## src/rtl/rom_pkg.sv

```systemverilog
// ---------------------------------------------------------------------------
// rom_pkg
// Shared definitions for the ROM burst reader:
//   - state_e            : FSM state encoding (IDLE / STREAM)
//   - ROM_DEFAULT_DEPTH  : number of populated words in the default image
//   - ROM_IMAGE          : contents of the default ROM image (16-bit words)
// ---------------------------------------------------------------------------
package rom_pkg;

  typedef enum logic {
    ST_IDLE   = 1'b0,
    ST_STREAM = 1'b1
  } state_e;

  localparam int ROM_DEFAULT_DEPTH = 25;

  localparam logic [15:0] ROM_IMAGE [ROM_DEFAULT_DEPTH] = '{
    16'd2,   16'd0,   16'd104, 16'd2,   16'd12,
    16'd7,   16'd33,  16'd5,   16'd91,  16'd17,
    16'd200, 16'd64,  16'd3,   16'd250, 16'd18,
    16'd77,  16'd1,   16'd129, 16'd45,  16'd60,
    16'd99,  16'd8,   16'd150, 16'd36,  16'd145
  };

endpackage

```

## src/rtl/rom_table.sv

```systemverilog
// ---------------------------------------------------------------------------
// rom_table
// Combinational lookup into the default ROM image.
// Ports:
//   addr  in   ADDR_W  word address
//   data  out  DATA_W  word at addr, or 0 when addr is outside the populated
//                      range (>= DEPTH, or beyond the stored image)
// ---------------------------------------------------------------------------
module rom_table
  import rom_pkg::*;
#(
  parameter int DATA_W = 16,
  parameter int ADDR_W = 16,
  parameter int DEPTH  = ROM_DEFAULT_DEPTH
) (
  input  logic [ADDR_W-1:0] addr,
  output logic [DATA_W-1:0] data
);

  // A DEPTH larger than the stored image leaves the extra words reading zero.
  localparam int POP_LIMIT = (DEPTH < ROM_DEFAULT_DEPTH) ? DEPTH : ROM_DEFAULT_DEPTH;

  logic [31:0] addr_ext;

  always_comb begin
    addr_ext = 32'(addr);
    data     = '0;
    if (addr_ext < 32'(POP_LIMIT)) begin
      data = DATA_W'(ROM_IMAGE[addr_ext[4:0]]);
    end
  end

endmodule

```

## src/rtl/rom_burst_reader.sv

```systemverilog
// ---------------------------------------------------------------------------
// rom_burst_reader
// Accepts a burst request (start address + length-1) and streams consecutive
// ROM words through a registered valid/ready output stage.
// Ports:
//   CLK, RST              clock, synchronous active-high reset
//   REQ_VALID/REQ_READY   request handshake (ready only while idle)
//   REQ_ADDR, REQ_LEN     first word address, words in burst minus one
//   OUT, OUT_VALID        registered read data and its valid flag
//   OUT_READY             consumer accepts the presented word
//   OUT_LAST              final word of the burst (qualified by OUT_VALID)
//   BUSY                  burst in progress
// ---------------------------------------------------------------------------
module rom_burst_reader
  import rom_pkg::*;
#(
  parameter int DATA_W = 16,
  parameter int ADDR_W = 16,
  parameter int DEPTH  = ROM_DEFAULT_DEPTH,
  parameter int LEN_W  = 8,
  parameter int WRAP   = 0
) (
  input  logic              CLK,
  input  logic              RST,
  input  logic              REQ_VALID,
  output logic              REQ_READY,
  input  logic [ADDR_W-1:0] REQ_ADDR,
  input  logic [LEN_W-1:0]  REQ_LEN,
  output logic [DATA_W-1:0] OUT,
  output logic              OUT_VALID,
  input  logic              OUT_READY,
  output logic              OUT_LAST,
  output logic              BUSY
);

  state_e             state_q, state_d;
  logic [ADDR_W-1:0]  addr_q, addr_d;
  logic [LEN_W-1:0]   cnt_q, cnt_d;
  logic [DATA_W-1:0]  out_q, out_d;
  logic               out_valid_q, out_valid_d;
  logic               out_last_q, out_last_d;
  logic [ADDR_W-1:0]  rd_addr;
  logic [DATA_W-1:0]  rd_data;

  // With WRAP set, the populated window is circular; otherwise the address
  // simply rolls over at 2^ADDR_W.
  function automatic logic [ADDR_W-1:0] next_addr(input logic [ADDR_W-1:0] a);
    if (WRAP != 0 && 32'(a) == 32'(DEPTH - 1)) begin
      return '0;
    end
    return a + ADDR_W'(1);
  endfunction

  rom_table #(
    .DATA_W (DATA_W),
    .ADDR_W (ADDR_W),
    .DEPTH  (DEPTH)
  ) u_rom_table (
    .addr (rd_addr),
    .data (rd_data)
  );

  // The first word is loaded on the acceptance edge itself, so the table is
  // addressed straight from the request while idle. cnt_q holds the count
  // belonging to the next word to load; that word is last when it is zero.
  always_comb begin
    state_d     = state_q;
    addr_d      = addr_q;
    cnt_d       = cnt_q;
    out_d       = out_q;
    out_valid_d = out_valid_q;
    out_last_d  = out_last_q;
    rd_addr     = (state_q == ST_IDLE) ? REQ_ADDR : addr_q;

    case (state_q)
      ST_IDLE: begin
        if (REQ_VALID) begin
          state_d     = ST_STREAM;
          out_d       = rd_data;
          out_valid_d = 1'b1;
          out_last_d  = (REQ_LEN == '0);
          addr_d      = next_addr(REQ_ADDR);
          cnt_d       = REQ_LEN - LEN_W'(1);
        end
      end
      ST_STREAM: begin
        if (out_valid_q && OUT_READY && out_last_q) begin
          state_d     = ST_IDLE;
          out_valid_d = 1'b0;
          out_last_d  = 1'b0;
        end else if (!out_last_q && (!out_valid_q || OUT_READY)) begin
          out_d       = rd_data;
          out_valid_d = 1'b1;
          out_last_d  = (cnt_q == '0);
          addr_d      = next_addr(addr_q);
          cnt_d       = cnt_q - LEN_W'(1);
        end
      end
      default: state_d = ST_IDLE;
    endcase
  end

  // Reset wins over everything, dropping any burst in flight.
  always_ff @(posedge CLK) begin
    if (RST) begin
      state_q     <= ST_IDLE;
      addr_q      <= '0;
      cnt_q       <= '0;
      out_q       <= '0;
      out_valid_q <= 1'b0;
      out_last_q  <= 1'b0;
    end else begin
      state_q     <= state_d;
      addr_q      <= addr_d;
      cnt_q       <= cnt_d;
      out_q       <= out_d;
      out_valid_q <= out_valid_d;
      out_last_q  <= out_last_d;
    end
  end

  // Ready is masked by RST so no request can be accepted in the reset cycle.
  assign REQ_READY = (state_q == ST_IDLE) && !RST;
  assign BUSY      = (state_q == ST_STREAM);
  assign OUT       = out_q;
  assign OUT_VALID = out_valid_q;
  assign OUT_LAST  = out_last_q;

endmodule

```

## config.mk

```make
export PLATFORM = sky130hd
export DESIGN_NAME = rom_burst_reader
export DESIGN_NICKNAME = d
export VERILOG_FILES = /design/src/rtl/rom_pkg.sv /design/src/rtl/rom_table.sv /design/src/rtl/rom_burst_reader.sv
export SDC_FILE = /design/constraint.sdc
export NUM_CORES = 1
export LEC_CHECK = 0
export BUFFER_PORTS_ARGS = -buffer_cell sky130_fd_sc_hd__buf_4
export CORE_AREA = 2 2 86 88
export CTS_BUF_LIST = sky130_fd_sc_hd__clkbuf_8
export DETAILED_ROUTE_END_ITERATION = 8
export DIE_AREA = 0 0 88 90
export GPL_TIMING_DRIVEN = 0
export HOLD_SLACK_MARGIN = 0.1
export PLACE_DENSITY = 0.69
export SETUP_SLACK_MARGIN = 0.3
export SLEW_MARGIN = 20
export SYNTH_ARGS = -nofsm -noshare
export SYNTH_HDL_FRONTEND = slang
export SYNTH_HIERARCHICAL = 1
export SYNTH_SLANG_ARGS = --single-unit
```

## constraint.sdc

```tcl
create_clock -name CLK -period 4 [get_ports CLK]
set_input_delay 0.8 -clock CLK [delete_from_list [all_inputs] [get_ports CLK]]
set_output_delay 0.8 -clock CLK [all_outputs]
set_load 0.1 [all_outputs]
```

==> flow_summary.toml <==
[yosys]
synth_fa_ha_area_frac = 0.0413
synth_compound_area_frac = 0.236
synth_area_per_cell_um2 = 7.92
yosys_register_bits = 43
yosysWarningCount = 6
post_synth_and_or_nand_nor_area_fraction = 0.261
synth_xor_xnor_area_share = 0.0173
synth.top_cells.by_count = "sky130_fd_sc_hd__nand2_1 (63), sky130_fd_sc_hd__dfxtp_1 (43), sky130_fd_sc_hd__a21oi_1 (39), sky130_fd_sc_hd__nor2_1 (24), sky130_fd_sc_hd__mux2_2 (18)"
netlist_top_cells_area = "sky130_fd_sc_hd__dfxtp_1 (28%), sky130_fd_sc_hd__nand2_1 (7.8%), sky130_fd_sc_hd__mux2_2 (6.7%)"
synth_top_area_cell = "sky130_fd_sc_hd__dfxtp_1"
synth.most_common_cell = "sky130_fd_sc_hd__nand2_1"
synth_ff_type = "sky130_fd_sc_hd__dfxtp_1"
synth_async_sr_flop_share = 0
seq_area_frac_synth = 0.284
synth_top_cell_area_share = 0.284
synth-edff-count = 0
mappedNetlistArea_um2 = 3030
synthDistinctLibCells = 64
post_synthesis_instance_total = 383
mux_cell_area_share_after_synthesis = 0.0900
synth_top_family_by_area = "simple AND/OR/NAND/NOR gates"

[floorplanning]
fp-row-count = 31
area_of_the_core_um2 = 7020
io-pin-count = 48
die_h_um = 90
initial_utilization = 0.432
die_x_um = 88
dieArea_um2 = 7920

[clocking]
cts_post_setup_buffers_inserted = 0
clk_buf_depth = 2
clk_transition_reported_paths_ns = 0.08
cts.root.buffer_cell = "sky130_fd_sc_hd__clkbuf_8"
post_cts_resize_count = 0
cts_made_buffers = 5
clk_latency_ns = 0.30
cts_tree = "done"
ctsHtreeMaxLevel = 2
cts_hold_buffers = 0
cts_num_sinks = 43

[routing]
drt_drc_violations_left = 0
route.antenna.remaining_nets = 0
drt_first_pass_iters = 5
wl_per_cell_um = 15.0
dr_total_vias = 3029
via_per_inst = 5.58
drt_first_iter_violations = 180
finalWirelength_mm = 8.15

[timing]
min_period_ns = 3.51
timing_worst_slew_pin_value_ns = 1.05
finalMaxSlewViolations = 0
period_share = 0.877
timing.final.setup_violations = 0
slew_headroom = 0.300
whs_ns = 0.453
finClkSkew_ns = 0.00253
worst_case_setup_margin_in_the_final_layout_ns = 0.493
finalSetupTns_ns = 0
achievable-frequency_mhz = 285
unrepaired_setup_endpoints_after_global_routing = "false"
finalHoldViolCount = 0

[global_routing]
grt-ovfl-total = 0
grt_pass1_wl_mm = 13.7
grt_pass1_vias = 2881
grt.total_usage = 0.213
grt_antenna_before_repair = 0
grt_max_degree = 14

[final_layout]
final_cell_area_um2 = 3670
nNetsFinal = 481
syn_to_final_growth_pct = 21.0
num_antenna_cells = 0
final_layout_size_suffix_gt1_frac = 0.241
final_cells = 543

[job]
cap_viol_max_count = 0

[worst_setup_path]
timing.setup.critical_path_class = "flip-flop to flip-flop"
critical_path.endpoint_type = "flip-flop"
worst-endpoint-required_ns = 4.23
reg2reg_slack_ns = 0.49
critPathLaunchType = "flip-flop"
critical_path.max_fanout = 10
worst-endpoint-arrival_ns = 3.74

[placed_design]
dpl.hpwl_mm = 5.86
dpl.cell_count = 535
final_weighted_congestion_in_routability_driven_placement = 0.879
place_area_um2 = 3530
io_buffer_count = 46
dp_worst_setup_slack_ns = 0.349

[power_and_ir_drop]
max-vdd-ir-drop_uv = 150
static-leakage-power_uw = 0.00145
p_per_area_nw_per_um2 = 363

[run_status]
outcome = "completed"

[min_path]
hold_path.class = "flip-flop to flip-flop"
-- through the flow --
stage / total power [µW] / util
3_5_place_dp: 925 / 0.503
5_1_grt: 1400 / 0.523
4_1_cts: 1330 / 0.521
2_1_floorplan: 816 / -
3_3_place_gp: 918 / 0.503
6_report: 1330 / 0.523
-- cells in the final DEF (no fill, tap or decap), drive strengths merged, types with 4 or more instances in the layout --
cell	count
o211ai	6
a211oi	8
nor4	4
inv	10
nor3	12
dfxtp	43
a21oi	41
nor2	24
nand3b	5
a22oi	6
clkbuf	14
nand3	15
conb	8
xnor2	4
mux2	18
mux2i	7
ha	10
o21ai	10
buf	68
nor2b	7
nand2	63
a21o	6
-- metal layers --
metal	share of wire	GRT usage	vias up	wire, µm
met5	0	0	-	0
met4	0.016	0.0731	0	132
met3	0.048	0.0257	13	390
met2	0.47	0.342	103	3850
met1	0.46	0.292	1425	3780
li1	-	-	1488	-
-- flip-flops by register name, summed over array words and instances, names as in the netlist --
name,count
BUSY,1
OUT,16
OUT_LAST,1
OUT_VALID,1
addr_q,16
cnt_q,8
-- final timing paths --
| kind | end | start | cells past startpoint |
|---|---|---|---|
| worst min register to register | OUT[2] | OUT[2] | 2 |
| worst max-delay path | OUT[1] | BUSY | 13 |
| worst min-delay path | OUT[2] | OUT[2] | 2 |
| worst max register to register | OUT[1] | BUSY | 13 |
-- worst max-delay path, stage by stage, from the launching register on --
cell	delay [ns]
sky130_fd_sc_hd__dfxtp_2	0.41
sky130_fd_sc_hd__buf_6	0.18
sky130_fd_sc_hd__buf_2	0.24
sky130_fd_sc_hd__clkbuf_4	0.27
sky130_fd_sc_hd__clkbuf_4	0.27
sky130_fd_sc_hd__buf_4	0.23
sky130_fd_sc_hd__mux2_2	0.43
sky130_fd_sc_hd__inv_1	0.17
sky130_fd_sc_hd__ha_1	0.28
sky130_fd_sc_hd__or2_0	0.23
sky130_fd_sc_hd__a311o_1	0.39
sky130_fd_sc_hd__a21oi_2	0.15
sky130_fd_sc_hd__nand2_1	0.07
sky130_fd_sc_hd__a21oi_1	0.13
-- cell type report --
cell class / instances / area, µm²
clock buffer: 5 / 68.8
multi-input combinational: 307 / 1990
inverter: 9 / 33.8
tap: 99 / 124
fill: 674 / 3350
sequential: 43 / 862
timing repair buffer: 46 / 345
buffer: 31 / 183
clock inverter: 3 / 63.8
-- power by group --
part	internal, µW	total (µW)	switching [µW]
Clock	247	407	159
Sequential	461	494	32.6
Combinational	157	430	273
Total	866	1330	465
-- kinds of logic (layout without fill, tap and decap cells) --
family,Yosys count,count (layout)
simple gates,155,155
compound gates,103,103
flops,43,43
buf+inv,40,94
mux,25,25
fa+ha+maj,10,10
xor+xnor,6,6
other cells,1,8
Power figures use the tool's default switching activity.
